## src/rtl/sm_add_pkg.sv

```systemverilog
// sm_add_pkg: shared types and default sizes for the sign-magnitude adder arbiter
package sm_add_pkg;
  localparam int NUM_REQ_DEF = 4;
  localparam int MAG_W_DEF = 4;
  localparam int CNT_W_DEF = 16;
  localparam int ID_W = $clog2(NUM_REQ_DEF);
  typedef struct packed {
    logic sign;
    logic [MAG_W_DEF-1:0] mag;
  } sm_operand_t;
  typedef struct packed {
    logic sign;
    logic [MAG_W_DEF:0] mag;
  } sm_result_t;
  typedef enum logic {IDLE, FULL} arb_state_t;
endpackage

```

## src/rtl/sm_add_arbiter_rr_pick.sv

```systemverilog
// rr_pick: combinational round-robin picker, search starts one past ptr and wraps
module rr_pick #(
  parameter int N = 4,
  parameter int IW = $clog2(N)
) (
  input  logic [N-1:0]  req,
  input  logic [IW-1:0] ptr,
  output logic [N-1:0]  grant,
  output logic [IW-1:0] idx
);
  // scan farthest-to-nearest so the nearest valid requester after ptr wins
  always_comb begin
    grant = '0;
    idx = '0;
    for (int k = N; k >= 1; k--) begin
      if (req[(int'(ptr) + k) % N]) begin
        grant = '0;
        grant[(int'(ptr) + k) % N] = 1'b1;
        idx = IW'((int'(ptr) + k) % N);
      end
    end
  end
endmodule

```

## src/rtl/sm_add_arbiter.sv

```systemverilog
// sm_add_arbiter: round-robin shared sign-magnitude adder with a one-deep result register
module sm_add_arbiter
  import sm_add_pkg::*;
#(
  parameter int NUM_REQ = NUM_REQ_DEF,
  parameter int MAG_W = MAG_W_DEF,
  parameter int CNT_W = CNT_W_DEF
) (
  input  logic                       clk,
  input  logic                       rst,
  input  logic [NUM_REQ-1:0]         req_valid,
  output logic [NUM_REQ-1:0]         req_ready,
  input  logic [NUM_REQ*MAG_W-1:0]   req_a_mag,
  input  logic [NUM_REQ-1:0]         req_a_sign,
  input  logic [NUM_REQ*MAG_W-1:0]   req_b_mag,
  input  logic [NUM_REQ-1:0]         req_b_sign,
  output logic                       res_valid,
  input  logic                       res_ready,
  output logic [MAG_W:0]             res_mag,
  output logic                       res_sign,
  output logic [$clog2(NUM_REQ)-1:0] res_id,
  output logic [CNT_W-1:0]           ops_cnt
);
  localparam int IW = $clog2(NUM_REQ);
  localparam int SW = MAG_W + 2;
  arb_state_t state;
  logic [IW-1:0] rr_ptr, pick_idx;
  logic [NUM_REQ-1:0] grant;
  logic accept, xfer;
  logic [MAG_W-1:0] a_mag, b_mag;
  logic a_sign, b_sign;
  logic signed [SW-1:0] a_val, b_val, sum, abs_sum;
  rr_pick #(.N(NUM_REQ), .IW(IW)) u_pick (
    .req(req_valid),
    .ptr(rr_ptr),
    .grant(grant),
    .idx(pick_idx)
  );
  assign accept = (state == IDLE) || res_ready;
  assign xfer = accept && |req_valid && !rst;
  assign req_ready = xfer ? grant : '0;
  assign res_valid = (state == FULL);
  // negating a zero magnitude yields zero, so -0 operands and zero sums come out positive
  always_comb begin
    a_mag = req_a_mag[pick_idx*MAG_W +: MAG_W];
    b_mag = req_b_mag[pick_idx*MAG_W +: MAG_W];
    a_sign = req_a_sign[pick_idx];
    b_sign = req_b_sign[pick_idx];
    a_val = a_sign ? -$signed({2'b00, a_mag}) : $signed({2'b00, a_mag});
    b_val = b_sign ? -$signed({2'b00, b_mag}) : $signed({2'b00, b_mag});
    sum = a_val + b_val;
    abs_sum = sum[SW-1] ? -sum : sum;
  end
  // state, result registers, round-robin pointer and saturating completion counter
  always_ff @(posedge clk or posedge rst) begin
    if (rst) begin
      state <= IDLE;
      res_mag <= '0;
      res_sign <= 1'b0;
      res_id <= '0;
      rr_ptr <= IW'(NUM_REQ - 1);
      ops_cnt <= '0;
    end else begin
      if (res_valid && res_ready && ops_cnt != '1) ops_cnt <= ops_cnt + 1'b1;
      if (xfer) begin
        state <= FULL;
        res_sign <= sum[SW-1];
        res_mag <= abs_sum[MAG_W:0];
        res_id <= pick_idx;
        rr_ptr <= pick_idx;
      end else if (res_ready) begin
        state <= IDLE;
      end
    end
  end
endmodule

```

## config.mk

```make
export PLATFORM = sky130hd
export DESIGN_NAME = sm_add_arbiter
export DESIGN_NICKNAME = d
export VERILOG_FILES = /design/src/rtl/sm_add_pkg.sv /design/src/rtl/sm_add_arbiter_rr_pick.sv /design/src/rtl/sm_add_arbiter.sv
export SDC_FILE = /design/constraint.sdc
export NUM_CORES = 1
export LEC_CHECK = 0
export CAP_MARGIN = 20
export CORE_MARGIN = 2
export CORE_UTILIZATION = 51
export CTS_CLUSTER_DIAMETER = 60
export CTS_CLUSTER_SIZE = 30
export DETAILED_ROUTE_END_ITERATION = 8
export PLACE_DENSITY = 0.81
export SYNTH_ARGS = -nofsm -noshare
export SYNTH_HDL_FRONTEND = slang
export SYNTH_SLANG_ARGS = --single-unit
```

## constraint.sdc

```tcl
create_clock -name clk -period 7.6 [get_ports clk]
set_clock_uncertainty 0.1 [all_clocks]
set_input_delay 1.52 -clock clk [delete_from_list [all_inputs] [get_ports clk]]
set_output_delay 1.52 -clock clk [all_outputs]
set_load 0.01 [all_outputs]
```

==> flow_metrics.env <==
export IMPL_dpl_cell_area_um2=4003
export IMPL_synthArstFlopShare=1.000
export IMPL_slew_violations=0
export IMPL_first_pass_iters=5
export IMPL_yosys_area_top_type_share=0.1939
export IMPL_cp_common_cell="nor3_1"
export IMPL_cts_setup_buffers=0
export IMPL_cp_slowest_cell="a2111oi_1"
export IMPL_status="complete, no violations"
export IMPL_rsz0062_at_grt="false"
export IMPL_initial_utilization=0.5355
export IMPL_nNetsFinal=503
export IMPL_reg2reg_to="res_mag[3]$_DFFE_PP0P_"
export IMPL_drc=0
export IMPL_synth_fp_nets=440
export IMPL_synth_fa_ha_area_frac=0.06049
export IMPL_grt_usage=0.2400
export IMPL_post_place_ws_ns=0.5385
export IMPL_die_x_um=83.55
export IMPL_layout_min_cycle_time_ns=6.897
export IMPL_worst_slack_ns=0.7033
export IMPL_post_route_period_util=0.9075
export IMPL_cp_end_kind="flip-flop"
export IMPL_avgRoutedWirePerCell_um=17.26
export IMPL_grt_max_degree=30
export IMPL_timing_rr_start="rr_ptr[0]$_DFFE_PP1P_"
export IMPL_tritoncts="built"
export IMPL_final_area_um2=4048
export IMPL_cts_num_sinks=27
export IMPL_rrSetupSlack_ns=0.90
export IMPL_synth_compound_area_frac=0.2916
export IMPL_worstSetupStartpointType="primary input"
export IMPL_viasPerCell=6.462
export IMPL_syn_avg_cell_area_um2=8.537
export IMPL_ys_warn_count=0
export IMPL_clk_pin_slew_ns=0.09
export IMPL_holdPathStages=2
export IMPL_antenna_found_initial=0
export IMPL_drive_gt1_frac=0.08182
export IMPL_crit_path_start="req_valid[3]"
export IMPL_synthXorXnorAreaFrac=0.06786
export IMPL_synth_edf_count=0
export IMPL_dpl_hpwl_um=6457
export IMPL_cts_resized=0
export IMPL_crit_path_cell_trace="clkdlybuf4s50_1 > nand3b_1 > a21oi_1 > nor4_1 > a2111oi_1 > mux2i_1 > a2111o_1 > and2_1 > ha_1 > a21o_1 > or3_1 > nor3_1 > or2_1 > nor3_1 > mux4_1 > a211o_1"
export IMPL_root_buffer="clkbuf_8"
export IMPL_rows=28
export IMPL_final_hold_viol_count=0
export IMPL_ys_seq_area_frac=0.2102
export IMPL_finalWeightedCongestion=0.9219
export IMPL_yosys_top_cells_area="dfrtp_1 19%, ha_1 5.4%, mux2i_1 4.7%"
export IMPL_wirelength_um=8889
export IMPL_path_max_fanout=11
export IMPL_cts_buffers=3
export IMPL_slowest_delay_ns=0.73
export IMPL_via_count=3328
export IMPL_synth_top_family_by_area="compound AO/OA/AOI/OAI gates"
export IMPL_hp_start="res_sign$_DFFE_PP0P_"
export IMPL_finalSetupTns_ns=0
export IMPL_synth_top_area_cell="dfrtp_1"
export IMPL_grt_first_pass_wirelength_um=14390
export IMPL_die_y_um=83.55
export IMPL_hold_end="res_sign$_DFFE_PP0P_"
export IMPL_drtIter0Drc=225
export IMPL_max_cap_viol_count=0
export IMPL_cts_max_path_buffers=2
export IMPL_port_buffers=75
export IMPL_yosysUniqueCellTypes=67
export IMPL_overflow=0
export IMPL_grt_pass1_vias=3036
export IMPL_num_fill_cells=480
export IMPL_cp_data_required_time_ns=7.65
export IMPL_min_path_type="reg2reg"
export IMPL_hold_worst_slack_ns=0.3905
export IMPL_finalSetupViolCount=0
export IMPL_ys_ff_latch=27
export IMPL_rr_worst_depth=16
export IMPL_timing_fmax_mhz=145.0
export IMPL_seq_area_um2=678.2
export IMPL_hold_buffers=0
export IMPL_maxSlewHeadroom=0.4130
export IMPL_synth_main_ff_cell="dfrtp_1"
export IMPL_antenna_cells=0
export IMPL_worst_pin_slew_ns=0.8738
export IMPL_arrival_ns=6.95
export IMPL_syn_to_final_growth_pct=25.44
export IMPL_syn_area_um2=3227
export IMPL_die_area_um2=6980
export IMPL_synthCells=378
export IMPL_clock_latency_ns=0.27
export IMPL_multi_input_area_um2=2315
export IMPL_synthSimpleGateAreaFrac=0.1978
export IMPL_synthMuxAreaShare=0.09810
export IMPL_ant_nets=0
export IMPL_htreeDepth=1
export IMPL_critical_path_class="in2reg"
export IMPL_pin_count=76
export IMPL_core_area_um2=6026
==> cells by family after synthesis <==
| family | count (synthesis) |
|---|---|
| compound gates | 115 |
| xor+xnor | 25 |
| fa+ha+maj | 15 |
| buf+inv | 50 |
| flops | 27 |
| mux | 25 |
| simple gates | 121 |
==> cells in the final DEF (no fill, tap or decap), types with 4 or more instances in the layout <==
| cell | instances |
|---|---|
| a211o_1 | 8 |
| a21oi_1 | 12 |
| a221oi_1 | 5 |
| a311oi_1 | 4 |
| and3_1 | 9 |
| buf_4 | 11 |
| clkdlybuf4s50_1 | 75 |
| dfrtp_1 | 25 |
| ha_1 | 14 |
| inv_1 | 21 |
| mux2_2 | 4 |
| mux2i_1 | 15 |
| nand2_1 | 31 |
| nand2b_1 | 6 |
| nand3_1 | 6 |
| nor2_1 | 19 |
| nor2b_1 | 5 |
| nor3_1 | 11 |
| nor4_1 | 12 |
| o2111ai_1 | 10 |
| o21ai_0 | 16 |
| o221ai_1 | 16 |
| o311a_1 | 13 |
| xnor2_1 | 12 |
| xor2_1 | 13 |
==> cells in the mapped netlist, drive strengths merged, types with 3 or more instances <==
cell and number:
nand4 3, o311a 13, o221ai 16, nor2 19, a31oi 3, clkbuf 11
dfrtp 25, o21ai 18, a211o 8, a221oi 5, a21oi 12, buf 17
nor4 12, nor3 12, nand2b 6, inv 22, or2 3, nand2 31
mux2i 18, mux4 3, nand3 6, xnor2 12, and2 4, and4 3
o2111ai 10, and3 9, a311oi 4, nor2b 5, mux2 4, xor2 13
a2111oi 7, ha 14
==> critical path: cells and delay by family <==
family | cells | cell delay [ns]
compound gates | 5 | 2.29
simple gates | 7 | 1.38
mux | 2 | 0.78
buf+inv | 1 | 0.66
fa+ha+maj | 1 | 0.33
==> worst max-delay path by stage <==
| stage | to | cells past startpoint |
|---|---|---|
| 6_report | res_mag[3]$_DFFE_PP0P_ | 16 |
| 5_1_grt | res_mag[3]$_DFFE_PP0P_ | 16 |
| 4_1_cts | res_mag[3]$_DFFE_PP0P_ | 16 |
| 3_5_place_dp | res_mag[3]$_DFFE_PP0P_ | 16 |
| 3_3_place_gp | res_mag[3]$_DFFE_PP0P_ | 16 |
| 2_1_floorplan | res_mag[3]$_DFFE_PP0P_ | 19 |
==> flip-flops by register name, indices dropped and copies added, names as in the netlist <==
signal,flops
res_valid,1
res_sign,1
rr_ptr,2
res_id,2
ops_cnt,16
res_mag,5
==> routing by layer <==
layer / vias up / share of wire / GRT usage
met1: 1571 / 0.44 / 0.3439
met2: 163 / 0.49 / 0.3981
met5: - / 0 / 0
met3: 6 / 0.067 / 0.02671
met4: 0 / 0.0061 / 0.03666
li1: 1588 / - / -
==> per-stage QoR <==
stage / util / std cells
5_1_grt: 0.6717 / 515
3_3_place_gp: 0.6642 / 511
3_5_place_dp: 0.6642 / 511
4_1_cts: 0.6717 / 515
2_1_floorplan: - / 378
6_report: 0.6717 / 515
==> area by class of cell <==
class	instances	area share
Timing Repair Buffer	86	0.2059
Inverter	22	0.02040
Multi-Input combinational cell	301	0.5719
Tap cell	75	0.02318
Clock buffer	4	0.01113
Sequential cell	27	0.1675
Power is not shown: default switching activity piles up to over one toggle a cycle in this logic, so the estimate is an artifact.
